[src/rtl/seq_divider.sv]
// Sequential restoring divider: one quotient bit per clock, start/busy/done handshake.
// Define SIGNED_DIV_EN for two's-complement operands; the default build is unsigned only.
module seq_divider #(
  parameter int WIDTH = 8
) (
  input  logic             clk,
  input  logic             rst_n,
  input  logic             start,
  input  logic [WIDTH-1:0] dividend,
  input  logic [WIDTH-1:0] divisor,
  output logic [WIDTH-1:0] quotient,
  output logic [WIDTH-1:0] remainder,
  output logic             busy,
  output logic             done,
  output logic             div_zero
);

  localparam logic [1:0] IDLE = 2'd0;
  localparam logic [1:0] ZCHK = 2'd1;
  localparam logic [1:0] RUN  = 2'd2;
  localparam logic [1:0] FIN  = 2'd3;

  localparam int CW = (WIDTH > 2) ? $clog2(WIDTH) : 1;
  localparam logic [CW-1:0] LAST = CW'(WIDTH - 1);

  logic [1:0]       state;
  logic [WIDTH-1:0] q_work;  // dividend bits shift out as quotient bits shift in
  logic [WIDTH-1:0] r_work;  // always < divisor between steps, so WIDTH bits suffice
  logic [WIDTH-1:0] dvs;
  logic [CW-1:0]    cnt;
  logic             dz;

  logic [WIDTH:0]   r_shift;
  logic             ge;
  logic [WIDTH-1:0] dvd_mag;
  logic [WIDTH-1:0] dvs_mag;
  logic [WIDTH-1:0] zchk_raw;
  logic [WIDTH-1:0] q_fin;
  logic [WIDTH-1:0] r_fin;

`ifdef SIGNED_DIV_EN
  logic [WIDTH-1:0] raw_dvd;
  logic             neg_q;
  logic             neg_r;
`endif

  // NOTE: every variable assigned in always_comb gets a default first so no latch is inferred.
  always_comb begin
    r_shift  = {r_work, q_work[WIDTH-1]};
    ge       = (r_shift >= {1'b0, dvs});
    dvd_mag  = dividend;
    dvs_mag  = divisor;
    zchk_raw = q_work;
    q_fin    = q_work;
    r_fin    = r_work;
`ifdef SIGNED_DIV_EN
    // Magnitude of the most-negative value is 2^(WIDTH-1), which still fits unsigned.
    if (dividend[WIDTH-1]) dvd_mag = -dividend;
    if (divisor[WIDTH-1])  dvs_mag = -divisor;
    zchk_raw = raw_dvd;
    if (!dz) begin
      if (neg_q) q_fin = -q_work;
      if (neg_r) r_fin = -r_work;
    end
`endif
  end

  // NOTE: sequential state uses non-blocking assignments only; the working registers are
  // reset along with the outputs so no X can leak into a result after reset.
  always_ff @(posedge clk) begin
    if (!rst_n) begin
      state     <= IDLE;
      quotient  <= '0;
      remainder <= '0;
      busy      <= 1'b0;
      done      <= 1'b0;
      div_zero  <= 1'b0;
      q_work    <= '0;
      r_work    <= '0;
      dvs       <= '0;
      cnt       <= '0;
      dz        <= 1'b0;
`ifdef SIGNED_DIV_EN
      raw_dvd   <= '0;
      neg_q     <= 1'b0;
      neg_r     <= 1'b0;
`endif
    end else begin
      done <= 1'b0;
      case (state)
        IDLE: begin
          if (start) begin
            q_work <= dvd_mag;
            dvs    <= dvs_mag;
            r_work <= '0;
            cnt    <= '0;
            dz     <= 1'b0;
            busy   <= 1'b1;
            state  <= ZCHK;
`ifdef SIGNED_DIV_EN
            raw_dvd <= dividend;
            neg_q   <= dividend[WIDTH-1] ^ divisor[WIDTH-1];
            neg_r   <= dividend[WIDTH-1];
`endif
          end
        end
        ZCHK: begin
          if (dvs == '0) begin
            q_work <= '1;
            r_work <= zchk_raw;
            dz     <= 1'b1;
            state  <= FIN;
          end else begin
            state <= RUN;
          end
        end
        RUN: begin
          r_work <= ge ? WIDTH'(r_shift - {1'b0, dvs}) : r_shift[WIDTH-1:0];
          q_work <= {q_work[WIDTH-2:0], ge};
          cnt    <= cnt + CW'(1);
          if (cnt == LAST) state <= FIN;
        end
        FIN: begin
          quotient  <= q_fin;
          remainder <= r_fin;
          div_zero  <= dz;
          done      <= 1'b1;
          busy      <= 1'b0;
          state     <= IDLE;
        end
        default: state <= IDLE;
      endcase
    end
  end

endmodule

[config.mk]
export PLATFORM = sky130hd
export DESIGN_NAME = seq_divider
export DESIGN_NICKNAME = d
export VERILOG_FILES = /design/src/rtl/seq_divider.sv
export SDC_FILE = /design/constraint.sdc
export NUM_CORES = 1
export LEC_CHECK = 0
export ABC_AREA = 1
export BUFFER_PORTS_ARGS = -buffer_cell sky130_fd_sc_hd__buf_4
export CORE_UTILIZATION = 35
export DETAILED_ROUTE_END_ITERATION = 7
export PLACE_DENSITY = 0.55
export RECOVER_POWER = 50
export REMOVE_ABC_BUFFERS = 1
export SYNTH_ARGS = -nofsm -noshare
export SYNTH_HDL_FRONTEND = slang
export SYNTH_SLANG_ARGS = --single-unit
[constraint.sdc]
create_clock -name clk -period 2.1 [get_ports clk]
set_input_delay 0.63 -clock clk [delete_from_list [all_inputs] [get_ports clk]]
set_output_delay 0.63 -clock clk [all_outputs]
set_load 0.03 [all_outputs]
* Word level (Yosys, flattened, before mapping)
Index checks and enable logic that the tools add are counted.
Storage, ports and cells: flip-flop bits (word level) 49, latch bits 0, RAM bits 0, bits in read-only memories 0, bits of input ports 19, output and inout bits 19, logic and storage cells 52, memories 0
Operators by class: add/subtract/negate cells 2, multipliers 0, divide/modulo/power cells 0, magnitude comparators 1, eq/ne operators 7, shift operators 0, mux-type cells 19, bitwise operators 0, reductions and logical operators 12
Operator list (number):
- $pmux 8 s3 | 2
- $mux 8 | 5
- $ge 9x8->1 | 1
- $logic_not 8->1 | 1
- $pmux 2 s4 | 1
- $reduce_and 2->1 | 4
- $sub 8x8->8 | 1
- $ne 2x2->1 const B | 3
- $pmux 3 s2 | 1
- $reduce_and 3->1 | 2
- $reduce_bool 2->1 | 3
- $mux 1 | 5
- $eq 2x2->1 const B | 2
- $mux 2 | 2
- $pmux 1 s2 | 2
- $add 3x1->3 const B | 1
- $eq 3x3->1 const B | 1
- $mux 3 | 1
- $reduce_bool 3->1 | 1
- $eq 2x1->1 const B | 1
- $logic_not 2->1 | 1

* Logic depth before layout (Yosys ltp)
depth in word-level cells 3, mapped depth 14, mapped depth without buffers 14

* Worst setup path after synthesis
Ideal clock, no wire load.
kind register to register, start point reg dvs[2], end point reg r_work[7], in the netlist r_fin[7], setup time 70 ps, arrival time 1657 ps, slack 372 ps, stages on the path, launching flop included 13, period minus slack after synthesis 1728 ps, cell sequence dfxtp_1 inv_2 ha_1 or2_1 nand3_2 nand2_1 nand2_2 nand2_4 nand2_1 nand3_1 nand2_1 nand2_1 a21oi_2
Between the ends: longest elaborated chain between the ends 3, elaborated cells on any way between the ends 7, those cells by class add/sub: 1; order compare: 1; eq/ne: 1; mux: 2; reduce/logical: 2
Ends and longest elaborated chain:
- from (decl) | line 29 | logic [WIDTH-1:0] dvs;
- from (signal assigned) | line 94 | dvs <= dvs_mag;
- $sub 8x8->8, or another cell as far along | line 118 | r_work <= ge ? WIDTH'(r_shift - {1'b0, dvs}) : r_shift[WIDTH-1:0];
- $mux 8 or $ne 2x2->1 (tied branches)
- $pmux 8 s3 or $reduce_and 3->1 (tied branches)
- to (signal assigned) | line 110 | r_work <= zchk_raw;
- to (signal assigned) | line 118
- to (decl) | line 28 | logic [WIDTH-1:0] r_work;
Parallel ways exist; a longest one is shown, timed or not. A chain may end at the register's enable or synchronous reset.

* Worst setup path after layout
start point reg r_work[1], in the netlist r_fin[1], end point reg r_work[4], in the netlist r_fin[4]
Between the ends: longest elaborated chain between the ends 3, elaborated cells on any way between the ends 4, those cells by class add/sub: 1; order compare: 1; mux: 2
Ends and longest elaborated chain:
- $sub 8x8->8 or $ge 9x8->1 (tied branches) | line 118, 50
- $mux 8 (*) | line 118
- $pmux 8 s3 (*) | line 90 | case (state)
Mark *: on every way between the ends. The rest lies on a longest branch, timed or not.

==> reports/metrics.yaml <==
crit_fanout: 9
fmax_ghz: 0.5271
path_clk_slew_ns: 0.09
final_util: 0.4250
yosys.area_share.adder: 0.07468
vias: 2407
fin_nets: 444
worstPathRequired_ns: 2.35
irDropWorstVdd_v: 0.0004551
run_status: "complete, no violations"
rows: 31
finalCritPeriodShare: 0.9034
hold_buffers: 0
worstSetupPathType: "reg2reg"
area_growth_pct: 17.95
n_antenna_cell: 0
synth_area_leader_cell: "dfxtp_1"
yosys_most_used_dff: "dfxtp_1"
remaining_drc_errors: 0
gr-usage-all-layers: 0.1703
hold_viol: 0
io_buffers: 37
synth_top_family_by_area: "simple AND/OR/NAND/NOR gates"
vias_per_cell: 4.720
grt_overflow: 0
fillers: 784
r2r_setup_slack_ns: 0.20
multi_input_area_mm2: 0.001443
synth.area.top_cells: "dfxtp_1 (38%), nand2_1 (12%), o21ai_0 (7.5%)"
grt_pass1_vias: 2252
cts_tree: "yes"
synth_compound_area_frac: 0.1742
leakage_nw: 1.413
antenna_found_initial: 0
clock-sinks: 49
setup_viol: 0
core_area_mm2: 0.007253
placed_area_mm2: 0.003029
synth_xor_area_frac: 0.01005
pre_cts_ws_ns: 0.03874
yosys.cell_count.top_type: "nand2_1"
synth-simple-area-share: 0.2910
worst_slew_pin_slew_ns: 0.5312
grt_pass1_wl_mm: 10.21
cts_buffers: 5
relSlewSlack: 0.6458
fp.dieW_um: 88.42
startpoint_type: "register"
fin_crit_ns: 1.897
synth_edf_count: 0
power_density_mw_per_mm2: 1409
start_util: 0.3604
finish.instance_area_mm2: 0.003083
synth-seq-cells: 49
post_drt_wl_per_cell_um: 12.06
hold_path_class: "reg2reg"
synth.mux.area_fraction: 0
post-synth-top-area-fraction: 0.3753
pin_count: 38
synth_common_cells: "nand2_1 (86), dfxtp_1 (49), nor2_1 (48)"
insertion_delay_ns: 0.31
clockBufferDepth: 2
synth-seq-area-share: 0.3753
synth_cells: 367
die-area_mm2: 0.007817
total_power_mw: 4.345
drt_iter0_drc: 98
dr.pass1.iters: 4
die_y_um: 88.42
synth_area_per_cell_um2: 7.122
fin_ws_ns: 0.2029
drv_cap: 0
netlist_area_mm2: 0.002614
gp_congestion: 0.8212
end_kind: "register"
cp.arrival_ns: 2.15
finalMaxSlewViolations: 0
synthArstFlopShare: 0
fin_skew_ns: 0.01506
clock-root-buffer: "clkbuf_8"
seq_area_um2: 980.9
ant_nets: 0
setup_tns_ns: 0
htree_levels: 2
drt_wl_total_mm: 6.152
dp_hpwl_mm: 4.549
grt_max_degree: 31
drive_gt1_frac: 0.1509
synthDistinctLibCells: 32
yosys_warnings: 0
rsz0062_at_grt: "no"
final timing paths:
check,from,to,cells past startpoint
max,r_fin[1],r_fin[4],11
min,dvs[5],dvs[5],2
max reg2reg,r_fin[1],r_fin[4],11
min reg2reg,dvs[5],dvs[5],2
metrics by stage:
step / hold slack [ns] / cells
4_1_cts: 0.4732 / 507
2_1_floorplan: 0.4369 / 353
5_1_grt: 0.4936 / 510
3_5_place_dp: 0.4594 / 499
6_report: 0.4681 / 510
3_3_place_gp: 0.4543 / 499
area by class of cell:
class                           instances  area share
Inverter                               35     0.04343
Clock inverter                          1    0.002841
Multi-Input combinational cell        269      0.4679
Clock buffer                            7     0.03125
Timing Repair Buffer                   50     0.09618
Sequential cell                        49      0.3182
Tap cell                               99     0.04018
where the power goes:
group | total, mW | internal, mW | switching, mW
registers | 1.30 | 1.15 | 0.155
clock network | 0.636 | 0.305 | 0.331
logic | 2.40 | 0.855 | 1.55
total | 4.34 | 2.31 | 2.04
registers in the layout (all words and copies together), names as in the netlist, 2 cells and up:
name,flops
state,2
cnt,3
quotient,8
r_fin,8
q_fin,8
dvs,8
remainder,8
metal layers:
layer  track usage  share of wire  vias up
li1              -              -     1284
met1        0.2191           0.50     1080
met2        0.2916           0.46       39
met3       0.02705          0.026        4
met4       0.05425         0.0063        0
met5             0              0        -
what timing repair did:
action | in CTS | in global routing
gates resized for setup | 0 | 1
setup buffers | 0 | 3
endpoints found under the setup margin | 0 | 9
worst max-delay path: stages (launching register included):
cell     delay [ns]
dfxtp_1        0.42
ha_1           0.30
or2_1          0.28
nand3_2        0.10
nand2_1        0.08
nand2_2        0.17
nand2_4        0.11
nand2_1        0.07
nand3_1        0.07
nand2_1        0.07
nand2_1        0.06
a21oi_2        0.10
cells in the final DEF, fill, tap and decap left out, types with 3 or more instances in the layout:
cell,Yosys,layout
inv_2,6,6
ha_1,14,14
clkbuf_8,0,7
buf_4,0,29
a21oi_1,22,22
dfxtp_1,49,49
clkbuf_1,11,21
nor2_1,48,48
o21ai_0,39,39
xor2_1,3,3
a21oi_2,8,8
nand3_1,18,18
nand3b_1,7,7
a211oi_1,5,5
inv_1,27,27
nand2_1,86,86
logic make-up (layout without fill, tap and decap cells):
| kind of cell | Yosys count | count (layout) |
|---|---|---|
| DFF | 49 | 49 |
| AOI/OAI and AO/OA | 79 | 79 |
| adders and majority gates | 15 | 15 |
| and+or+nand+nor | 172 | 172 |
| buffers and inverters | 49 | 93 |
| xor gates and xnor gates | 3 | 3 |
Note: power is estimated with default switching activity, not from simulation.
